==> src/rtl/seg_scan_decoder_if.sv <==
// ---------------------------------------------------------------------------
// seg_scan_decoder_if
//   Bundles the seven-segment scan bus sampled by seg_scan_decoder and the
//   decoded snapshot it publishes.
//
//   Signals
//     an_i      anode lines, active-low, bit i = digit i
//     seg_i     cathodes, active-low, bit0 = CA(a) ... bit6 = CG(g)
//     digits_o  published digit values, nibble i = digit i
//     blank_o   published: digit i had no segment lit
//     err_o     published: digit i pattern was undecodable
//     frame_o   one-cycle strobe, a new snapshot is on the outputs
//     stale_o   scan stopped or incomplete
//
//   Modports
//     master  display side: drives the scan lines, observes the snapshot
//     slave   decoder side: samples the scan lines, drives the snapshot
// ---------------------------------------------------------------------------
interface seg_scan_decoder_if #(
    parameter int DIGITS = 7
);
    logic [DIGITS-1:0]   an_i;
    logic [6:0]          seg_i;
    logic [4*DIGITS-1:0] digits_o;
    logic [DIGITS-1:0]   blank_o;
    logic [DIGITS-1:0]   err_o;
    logic                frame_o;
    logic                stale_o;

    modport master (
        output an_i, seg_i,
        input  digits_o, blank_o, err_o, frame_o, stale_o
    );

    modport slave (
        input  an_i, seg_i,
        output digits_o, blank_o, err_o, frame_o, stale_o
    );
endinterface

==> src/rtl/seg_scan_decoder.sv <==
// ---------------------------------------------------------------------------
// seg_scan_decoder
//   Passive receiver for a multiplexed, active-low seven-segment scan bus.
//   Synchronizes the anode/cathode lines, waits until one digit has been
//   shown unchanged for SETTLE samples, decodes it into a pending slot and,
//   once every position has been captured, publishes all slots together.
//
//   Ports
//     clk      system clock
//     rstn     asynchronous active-low reset
//     bus      seg_scan_decoder_if.slave (scan lines in, snapshot out)
//     state_o  debug view of the capture FSM (0 WAIT, 1 SETTLE, 2 HELD)
//
//   Output handshake: frame_o is a valid-only strobe. It is high for exactly
//   one cycle when digits_o/blank_o/err_o change to a new snapshot; there is
//   no ready and no backpressure, and the snapshot stays put until the next
//   frame_o.
// ---------------------------------------------------------------------------
module seg_scan_decoder #(
    parameter int DIGITS  = 7,
    parameter int SETTLE  = 4,
    parameter int TIMEOUT = 2_000_000
) (
    input  logic                 clk,
    input  logic                 rstn,
    seg_scan_decoder_if.slave    bus,
    output logic [1:0]           state_o
);
    localparam int CNT_W  = $clog2(SETTLE + 1);
    localparam int IDLE_W = $clog2(TIMEOUT + 1);
    localparam int IDX_W  = (DIGITS > 1) ? $clog2(DIGITS) : 1;

    typedef enum logic [1:0] {
        ST_WAIT   = 2'd0,
        ST_SETTLE = 2'd1,
        ST_HELD   = 2'd2
    } state_t;

    // Synchronizers reset to all ones: no anode driven, nothing lit.
    logic [DIGITS-1:0] an_s1, an_s;
    logic [6:0]        seg_s1, seg_s;

    state_t              state, state_d;
    logic [DIGITS+6:0]   lat, lat_d;
    logic [CNT_W-1:0]    cnt, cnt_d;
    logic                capture;

    logic [DIGITS-1:0]   an_low;
    logic                an_valid;
    logic [IDX_W-1:0]    idx;
    logic [DIGITS+6:0]   sample;

    logic [5:0]          dec;
    logic [DIGITS-1:0]   mask, mask_d;
    logic [IDLE_W-1:0]   idle, idle_d;
    logic                publish;
    logic                timeout_hit;

    logic [3:0]          pend_val   [DIGITS];
    logic                pend_blank [DIGITS];
    logic                pend_err   [DIGITS];

    // Returns {err, blank, value} for an active-low cathode pattern.
    function automatic logic [5:0] decode(input logic [6:0] seg);
        logic [6:0] lit;
        lit = ~seg;
        case (lit)
            7'h00:   decode = {1'b0, 1'b1, 4'h0};
            7'h3F:   decode = {1'b0, 1'b0, 4'h0};
            7'h06:   decode = {1'b0, 1'b0, 4'h1};
            7'h5B:   decode = {1'b0, 1'b0, 4'h2};
            7'h4F:   decode = {1'b0, 1'b0, 4'h3};
            7'h66:   decode = {1'b0, 1'b0, 4'h4};
            7'h6D:   decode = {1'b0, 1'b0, 4'h5};
            7'h7D:   decode = {1'b0, 1'b0, 4'h6};
            7'h07:   decode = {1'b0, 1'b0, 4'h7};
            7'h7F:   decode = {1'b0, 1'b0, 4'h8};
            7'h6F:   decode = {1'b0, 1'b0, 4'h9};
            default: decode = {1'b1, 1'b0, 4'hF};
        endcase
    endfunction

    always_ff @(posedge clk or negedge rstn) begin
        if (!rstn) begin
            an_s1  <= '1;
            an_s   <= '1;
            seg_s1 <= '1;
            seg_s  <= '1;
        end else begin
            an_s1  <= bus.an_i;
            an_s   <= an_s1;
            seg_s1 <= bus.seg_i;
            seg_s  <= seg_s1;
        end
    end

    // A sample is usable only when exactly one anode is pulled low; overlap
    // during anode transitions shows up as two low bits and is rejected.
    always_comb begin
        an_low   = ~an_s;
        an_valid = (an_low != '0) && ((an_low & (an_low - DIGITS'(1))) == '0);
        idx      = '0;
        for (int i = 0; i < DIGITS; i++) begin
            if (an_low[i]) idx = IDX_W'(i);
        end
        sample = {an_s, seg_s};
        dec    = decode(seg_s);
    end

    always_ff @(posedge clk or negedge rstn) begin
        if (!rstn) begin
            state <= ST_WAIT;
            lat   <= '1;
            cnt   <= '0;
        end else begin
            state <= state_d;
            lat   <= lat_d;
            cnt   <= cnt_d;
        end
    end

    always_comb begin
        state_d = state;
        lat_d   = lat;
        cnt_d   = cnt;
        capture = 1'b0;
        case (state)
            ST_WAIT: begin
                if (an_valid) begin
                    lat_d   = sample;
                    cnt_d   = CNT_W'(1);
                    state_d = ST_SETTLE;
                end
            end
            ST_SETTLE: begin
                if (!an_valid) begin
                    state_d = ST_WAIT;
                end else if (sample != lat) begin
                    lat_d = sample;
                    cnt_d = CNT_W'(1);
                end else if (cnt == CNT_W'(SETTLE - 1)) begin
                    // This sample is the SETTLE-th identical one.
                    cnt_d   = CNT_W'(SETTLE);
                    capture = 1'b1;
                    state_d = ST_HELD;
                end else begin
                    cnt_d = cnt + CNT_W'(1);
                end
            end
            ST_HELD: begin
                if (!an_valid) begin
                    state_d = ST_WAIT;
                end else if (sample != lat) begin
                    lat_d   = sample;
                    cnt_d   = CNT_W'(1);
                    state_d = ST_SETTLE;
                end
            end
            default: state_d = ST_WAIT;
        endcase
    end

    assign state_o = state;

    // A capture landing on the publish cycle sets its bit after the clear,
    // so it counts toward the following frame. The frame_o guard keeps the
    // strobe from ever being high two cycles running.
    always_comb begin
        publish     = (&mask) && !bus.frame_o;
        idle_d      = capture ? '0
                    : (idle == IDLE_W'(TIMEOUT)) ? idle
                    : idle + IDLE_W'(1);
        timeout_hit = (idle_d == IDLE_W'(TIMEOUT));
        mask_d      = mask;
        if (publish || timeout_hit) mask_d = '0;
        if (capture) mask_d[idx] = 1'b1;
    end

    always_ff @(posedge clk or negedge rstn) begin
        if (!rstn) begin
            mask         <= '0;
            idle         <= '0;
            bus.digits_o <= '0;
            bus.blank_o  <= '0;
            bus.err_o    <= '0;
            bus.frame_o  <= 1'b0;
            bus.stale_o  <= 1'b0;
            for (int i = 0; i < DIGITS; i++) begin
                pend_val[i]   <= 4'h0;
                pend_blank[i] <= 1'b0;
                pend_err[i]   <= 1'b0;
            end
        end else begin
            mask        <= mask_d;
            idle        <= idle_d;
            bus.frame_o <= publish;
            if (capture) begin
                pend_val[idx]   <= dec[3:0];
                pend_blank[idx] <= dec[4];
                pend_err[idx]   <= dec[5];
            end
            if (publish) begin
                for (int i = 0; i < DIGITS; i++) begin
                    bus.digits_o[4*i +: 4] <= pend_val[i];
                    bus.blank_o[i]         <= pend_blank[i];
                    bus.err_o[i]           <= pend_err[i];
                end
                bus.stale_o <= 1'b0;
            end else if (timeout_hit) begin
                bus.stale_o <= 1'b1;
            end
        end
    end
endmodule

==> src/flat_wrapper.sv <==
// flat-port wrapper written by rule: the top's interface ports become plain ports
module seg_scan_decoder_flat 
#(
    parameter int DIGITS  = 7,
    parameter int SETTLE  = 4,
    parameter int TIMEOUT = 2_000_000
)
  (clk, rstn, state_o, bus_an_i, bus_seg_i, bus_digits_o, bus_blank_o, bus_err_o, bus_frame_o, bus_stale_o);
  seg_scan_decoder_if #(.DIGITS(DIGITS)) bus_i ();
  input  logic clk;
  input  logic rstn;
  output logic [1:0] state_o;
  input wire logic [$bits(bus_i.an_i)-1:0] bus_an_i;
  input wire logic [$bits(bus_i.seg_i)-1:0] bus_seg_i;
  output wire logic [$bits(bus_i.digits_o)-1:0] bus_digits_o;
  output wire logic [$bits(bus_i.blank_o)-1:0] bus_blank_o;
  output wire logic [$bits(bus_i.err_o)-1:0] bus_err_o;
  output wire logic [$bits(bus_i.frame_o)-1:0] bus_frame_o;
  output wire logic [$bits(bus_i.stale_o)-1:0] bus_stale_o;
  assign bus_i.an_i = bus_an_i;
  assign bus_i.seg_i = bus_seg_i;
  assign bus_digits_o = bus_i.digits_o;
  assign bus_blank_o = bus_i.blank_o;
  assign bus_err_o = bus_i.err_o;
  assign bus_frame_o = bus_i.frame_o;
  assign bus_stale_o = bus_i.stale_o;
  seg_scan_decoder #(.DIGITS(DIGITS), .SETTLE(SETTLE), .TIMEOUT(TIMEOUT)) u_core (.clk(clk), .rstn(rstn), .bus(bus_i), .state_o(state_o));
endmodule
==> config.mk <==
export PLATFORM = sky130hd
export DESIGN_NAME = seg_scan_decoder_flat
export DESIGN_NICKNAME = d
export VERILOG_FILES = /design/src/rtl/seg_scan_decoder_if.sv /design/src/rtl/seg_scan_decoder.sv /design/src/flat_wrapper.sv
export SDC_FILE = /design/constraint.sdc
export NUM_CORES = 1
export LEC_CHECK = 0
export ABC_AREA = 1
export ABC_CLOCK_PERIOD_IN_PS = 2700
export CAP_MARGIN = 25
export CORE_ASPECT_RATIO = 1.2
export CORE_MARGIN = 4
export CORE_UTILIZATION = 24
export DETAILED_ROUTE_END_ITERATION = 16
export GPL_TIMING_DRIVEN = 0
export PLACE_DENSITY = 0.42
export SKIP_CTS_REPAIR_TIMING = 1
export SYNTH_ARGS = -nofsm -noshare
export SYNTH_HDL_FRONTEND = slang
export SYNTH_SLANG_ARGS = --single-unit
==> constraint.sdc <==
create_clock -name clk -period 2.7 [get_ports clk]
set_input_delay 0.54 -clock clk [delete_from_list [all_inputs] [get_ports clk]]
set_output_delay 0.54 -clock clk [all_outputs]
set_load 0.1 [all_outputs]
==> summary.md, run 1 <==
| Metric | Value |
|---|---|
| Layout cells sized above 1 | `0.1251` |
| Area grow syn2layout | `23.84%` |
| Drt total wl | `roughly 19000 um` |
| Final cycle utilization of the critical path | `0.9449` |
| Critical path's largest stage delay | `around 1200 ps` |
| Worst Setup Start Kind | `register` |
| CP bufs+invs | `1` |
| Max Root-Sink Buffers | `2` |
| Overflow after GRT | `0` |
| Seq/Total Area, Yosys | `0.5644` |
| Fin nets | `between 900 and 1000` |
| Slew @ Worst Pin | `approximately 1100 ps` |
| Seq cells post-synth | `~160` |
| Synth area leaders | `dfrtp_1 41%, dfstp_2 15%, nand2_1 15%, inv_1 5.4%, nor2_1 3.7%` |
| Largest net degree at the start of global routing | `a little over 90` |
| Critical Path RT | `between 2000 and 2500 ps` |
| CP endpoint kind | `output pin` |
| Slew Limit Fails | `0` |
| DRC viols | `0` |
| Total track usage | `0.1177` |
| Crit-path cells | `clkdlybuf4s50_1` |
| Highest Signal Layer | `met4` |
| Post-detail-place hpwl | `between 10000 and 15000 um` |
| Die W | `around 170 um` |
| First-pass DRT Iterations | `4` |
| Synthesized area per cell | `around 8.5 um^2` |
| Top_reg_cell synth | `dfrtp_1` |
| Post-Syn Nets | `~880` |
| Fmax | `between 300 and 400 MHz` |
| Rel. slew slack | `0.2895` |
| Distinct cells, synth | `40` |
| First-pass GRT wire length | `just over 30000 um` |
| Placed insts | `around 1300` |
| Final Setup Violations | `0` |
| Final Hold Violating Endpoints | `0` |
| CP Class | `reg2out` |
| Leakage | `around 4.2 nW` |
| Ys async rst share | `1.000` |
| FILL cells | `3231` |
| Max-cap violations | `0` |
| Starting Density | `0.2435` |
| Routed met2 length | `9433 um` |
| Final setup margin | `about 150 ps` |
| EDFF count, synth | `0` |
| PD cells | `634.5 nW/um^2` |
| Area share of the largest cell type after synthesis | `0.4118` |
| RePlAce Congestion | `about 0.8` |
| Core region area | `just under 30000 um^2` |
| Synth top cells by count | `281 x nand2_1, 119 x dfrtp_1, 105 x inv_1` |
| Standard-cell row count | `slightly below 70` |
| Slowest CP cell | `clkdlybuf4s50_1` |
| Largest fanout on the critical path | `5` |
| Gate Count Post-Synth | `~850` |
| Synth Cell Area | `roughly 7200 um^2` |
| Die ar. | `approximately 33000 um^2` |
| Die height | `between 150 and 200 um` |
| Vias/cell | `4.137` |
| Cell family with most CP delay | `buffers and inverters` |
| ANT nets after route | `0` |
| Most numerous cell in the Yosys netlist | `nand2_1` |
| Num CTS Buffers | `17` |
| Peak supply drop | `between 0.4 and 0.5 mV` |
| Skew final | `between 10 and 15 ps` |
| Initial DRC count | `about 280` |
| H-tree level count | `4` |
| Clock Latency Late Sink | `between 400 and 500 ps` |
| CTS tree | `yes` |
| Status | `complete, no violations` |
| Met3 WL | `around 420 um` |
| Number of global-route vias before repair | `between 5000 and 6000` |
| Fin crit period | `~2600 ps` |
| Antenna cells | `0` |
| Synth area leader | `dfrtp_1` |
| Worst EP arrival | `around 2000 ps` |
| Met1 Wirelength | `around 8400 um` |
| Hold WC Path Type | `in2async` |
| Routed len/inst | `13.82 um` |
| Via count | `approximately 5500` |
| Initial antenna violation count | `0` |
| CTS sink count | `between 150 and 200` |
| Unrepaired setup endpoints after global routing | `no` |
| PortBufs | `61` |
| Synthesis warning total | `0` |
| Reg clk slew, reported paths | `~70 ps` |
| Place WS | `between 15 and 20 ps` |
| Io pins | `62` |
| Final std cells w/o fill | `1341` |
| CTS root buffer | `clkbuf_16` |
-- worst paths after layout --
kind                              startpoint                     to  slack, ps  depth (start not counted)
min reg2reg                  u_core.an_s1[1]         u_core.an_s[1]        350                          0
max in group asynchronous               rstn  u_core.bus.blank_o[1]       1800                          2
min                                     rstn    u_core.pend_val[16]        100                          1
min in group clk             u_core.an_s1[1]         u_core.an_s[1]        350                          0
max                        u_core.state_o[1]             state_o[1]        150                          1
max reg2reg                   u_core.an_s[2]         u_core.mask[5]        290                         15
-- cells in the final DEF, fill, tap and decap left out, types with 2 or more instances in the layout --
cell and instances:
nor2_1 71, inv_2 4, nor2_2 11, nor3_2 2, clkdlybuf4s50_1 60, dfrtp_1 119, nor3_1 10, inv_1 104
ha_1 7, buf_2 3, nor2_4 3, xnor2_1 3, dfstp_2 42, clkinv_2 2, a21oi_1 15, nand3_1 36
clkinvlp_4 2, o21ai_1 21, nand4_1 15, clkbuf_1 14, nand2_2 6, o22ai_1 2, xor2_1 11, inv_6 2
o21ai_0 53, buf_6 5, nand3_2 5, clkbuf_16 17, buf_4 4, nand2_1 280
-- registers in the layout (all words and copies together) (netlist names) --
register,flops
u_core.an_s,7
u_core.an_s1,7
u_core.bus.blank_o,7
u_core.bus.digits_o,28
u_core.bus.err_o,7
u_core.bus.frame_o,1
u_core.bus.stale_o,1
u_core.cnt,3
u_core.idle,21
u_core.lat,14
u_core.mask,7
u_core.pend_blank,7
u_core.pend_err,7
u_core.pend_val,28
u_core.seg_s,7
u_core.seg_s1,7
u_core.state_o,2
-- power by group --
group	leakage, nW	switching [W]	internal, W
clock network	0.258	0.00101	0.00129
logic	1.83	0.000421	0.000223
registers	2.08	0.000104	0.00263
total	4.17	0.00153	0.00415
-- cells by family after synthesis --
family / share of synthesized area
muxes: 0.001557
and+or+nand+nor: 0.2569
adders and majority gates: 0.01384
AOI/OAI and AO/OA: 0.07388
xor gates and xnor gates: 0.01696
DFF: 0.5644
buffers and inverters: 0.07249
-- per-layer routing --
layer	global-route usage	up-vias
li1	-	2852
met1	0.1462	2602
met2	0.2060	76
met3	0.02276	18
met4	0.04001	0
met5	0	-
-- through the flow --
| stage | setup TNS (ps) | instance area, um^2 | util | hold WS (ps) | power [W] |
|---|---|---|---|---|---|
| after CTS | 0 | 8902 | 0.2998 | 105.0 | 0.005777 |
| after detailed placement | 0 | 8363 | 0.2816 | 346.8 | 0.003434 |
| after global routing | 0 | 8956 | 0.3016 | 132.3 | 0.006000 |
| final | 0 | 8956 | 0.3016 | 100.8 | 0.005682 |
| after floorplan | 0 | 7232 | - | 244.4 | 0.003219 |
| after global placement | -887350 | 8330 | 0.2805 | 345.3 | 0.003423 |
-- layout make-up --
type	count	area (um^2)	area share
multi-input cells	565	2650	0.2959
plain buffers	18	108.9	0.01215
well taps	390	488.0	0.05448
clock inverters	8	81.33	0.009081
inverters	110	415.4	0.04638
flip-flops and latches	161	4081	0.4557
clock buffers	23	457.9	0.05113
repair buffers	66	673.1	0.07516
(Power assumes the default switching activity.)
==> inputs of run 2 (changes only) <==
--- a/config.mk
+++ b/config.mk
@@ -15,6 +15,7 @@
 export GPL_TIMING_DRIVEN = 0
 export PLACE_DENSITY = 0.42
 export SKIP_CTS_REPAIR_TIMING = 1
+export SKIP_LAST_GASP = 1
 export SYNTH_ARGS = -nofsm -noshare
 export SYNTH_HDL_FRONTEND = slang
 export SYNTH_SLANG_ARGS = --single-unit
==> results of run 2 <==
Final layout, timing and power as in run 1 (identical DEF).
==> patch, RTL diff (config.mk and constraints of run 2) <==
`TIMEOUT` is set to 2_000_000 in 2 places; all go to 8_000_000.
--- a/src/rtl/seg_scan_decoder.sv
+++ b/src/rtl/seg_scan_decoder.sv
@@ -21,3 +21,3 @@
     parameter int SETTLE  = 4,
-    parameter int TIMEOUT = 2_000_000
+    parameter int TIMEOUT = 8_000_000
 ) (
--- a/src/flat_wrapper.sv
+++ b/src/flat_wrapper.sv
@@ -5,3 +5,3 @@
     parameter int SETTLE  = 4,
-    parameter int TIMEOUT = 2_000_000
+    parameter int TIMEOUT = 8_000_000
 )
Formal check against the unedited RTL: no difference found for any inputs over 10 cycles, from zero or initial values and one cycle with rstn low; that may be too few to reach the edited logic, so the function may still have changed.
==> patch against run 2 <==
Non-clock buffer count is 2 lower; synthesized area is 1.3% lower; worst setup slack worse by 0.022 ns; largest cell class unchanged; routed wire length is 2.6% lower; utilization is 0.69 points higher; sequential cell count is 2 higher; design area hardly changed; total power is 3.6% higher.
==> patch: results (changes against run 2) <==
[outcome]
status = completed

[worst_setup_path]
cp_top_family = buffers and inverters
startpoint = u_core.state_o[0]
endpoint = state_o[0]
cp_max_fo = 5  ; unchanged
r2r-start = u_core.seg_s[5]
critPathMaxStageDelay_ns = 1.18  ; +0.02 ns
r2r_end = u_core.pend_val[2]
worst-r2r-cell-count = 15  ; unchanged
r2r_slack_ns = 0.16  ; -0.13 ns
worst_ep_arrival_time_ns = 2.03  ; +0.02 ns

[cts]
htreeDepth = 4  ; unchanged
cts-root-buf = clkbuf_16
clk_latency_ns = 0.43  ; about the same
clockBufferDepth = 2  ; unchanged
cts.clk_slew.worst_paths_ns = 0.08
numCtsBuffers = 17  ; unchanged

[grt]
grt_use_met3 = 0.0226  ; -0.000174
use_met1 = 0.150  ; +0.00390
grt_pass1_vias = 5653  ; -2.0%
grt_max_degree = 104  ; +14%
grt_util_all_layers = 0.117  ; -0.000996
antenna_found_initial = 0  ; unchanged
globalRouteMet2Util = 0.199  ; -0.00748
grt_pass1_wl_um = 29900  ; -2.3%

[synthesis]
synth_common_cells = nand2_1 (281), dfrtp_1 (121), inv_1 (96)
synth_xor_area_frac = 0.0209  ; +0.00390
synth_flop_cell = dfrtp_1
seq_area_frac_synth = 0.579  ; +0.0144
synth_compound_area_frac = 0.0762  ; +0.00237
synth_nets = 864  ; -1.6%
postSynthAreaPerCell_um2 = 8.50  ; +0.35%
muxShareOfSynthArea = 0  ; -0.00156
synthAdderAreaFrac = 0.0140  ; +0.000182
synth.distinct_cells = 33  ; -18%
ys_top_cells_by_area = dfrtp_1 (42%), dfstp_2 (15%), nand2_1 (15%)

[routing]
wl_met1_um = 8320  ; -0.60%
top_layer_used = met4
drt-wirelength-per-cell_um = 13.7  ; -1.2%
met3_length_um = 433  ; +2.6%
vias = 5426  ; -2.2%
detailedRoute.firstIterationViolations = 318  ; +14%
wl_um = 18000  ; -2.6%
dr_wl_met2_um = 9040  ; -4.2%

[cells_and_area]
largestRegisters = u_core.bus.digits_o x28, u_core.pend_val x28, u_core.idle x23
final_nets = 947  ; -1.7%
drive_gt1_frac = 0.115  ; -0.00975
fillCellCount = 3112  ; -3.7%

[power]
ir_worst_vdd_mv = 0.320  ; -23%
p_leak_nw = 4.24  ; +1.8%

[sta]
hold_viol_final = 0  ; unchanged
min_period_ns = 2.57  ; +0.0216 ns
relSlewSlack = 0.327  ; +0.0379
setup_viol = 0  ; unchanged
finClkSkew_ns = 0.0157  ; +0.00433 ns

[worst_hold_path]
hp-class = in2async

[place]
dp_cells = 1287  ; -1.5%
hpwl_um = 12900  ; -2.7%
gp_congestion = 0.804  ; -2.5%
dp_slack_ns = -0.0433  ; -0.0595 ns

patch: layout make-up:
cell class / instances / area [µm²] / share of cell area
Sequential cell: 163 / 4130 / 0.462
Clock buffer: 17 / 425 / 0.0475
Buffer: 18 / 86.3 / 0.00965
Clock inverter: 15 / 189 / 0.0211
Tap cell: 385 / 482 / 0.0538
Multi-Input combinational cell: 560 / 2610 / 0.291
Inverter: 99 / 372 / 0.0415
Timing Repair Buffer: 64 / 658 / 0.0735
patch: stage by stage:
step | total power [mW] | util | area [µm²]
after global routing | 6.18 | 0.308 | 8950
after global placement | 3.38 | 0.284 | 8230
after detailed placement | 3.39 | 0.285 | 8260
final | 5.89 | 0.308 | 8950
after CTS | 5.97 | 0.306 | 8880
after floorplan | 3.19 | - | 7140
patch: power by group:
group / internal (mW) / total [mW] / switching, mW
clock network: 1.41 / 2.55 / 1.13
registers: 2.67 / 2.78 / 0.106
logic: 0.198 / 0.566 / 0.368
total: 4.28 / 5.89 / 1.61
patch: logic make-up (layout without fill, tap and decap cells):
| family | count (synthesis) | count (layout) |
|---|---|---|
| and+or+nand+nor | 432 | 432 |
| DFF | 163 | 163 |
| buffers and inverters | 117 | 213 |
| AOI/OAI and AO/OA | 103 | 103 |
| xor gates and xnor gates | 17 | 17 |
| adders and majority gates | 8 | 8 |
patch: worst min path at each step:
stage                                 from  slack [ns]  depth (start not counted)               endpoint
final                                 rstn        0.02                          1        u_core.idle[15]
after global routing                  rstn        0.04                          1        u_core.idle[15]
after CTS                             rstn        0.03                          1        u_core.idle[15]
after detailed placement  u_core.seg_s1[3]        0.35                          0        u_core.seg_s[3]
after global placement     u_core.an_s1[6]        0.35                          0         u_core.an_s[6]
after floorplan                       rstn        0.24                          0  u_core.bus.blank_o[0]
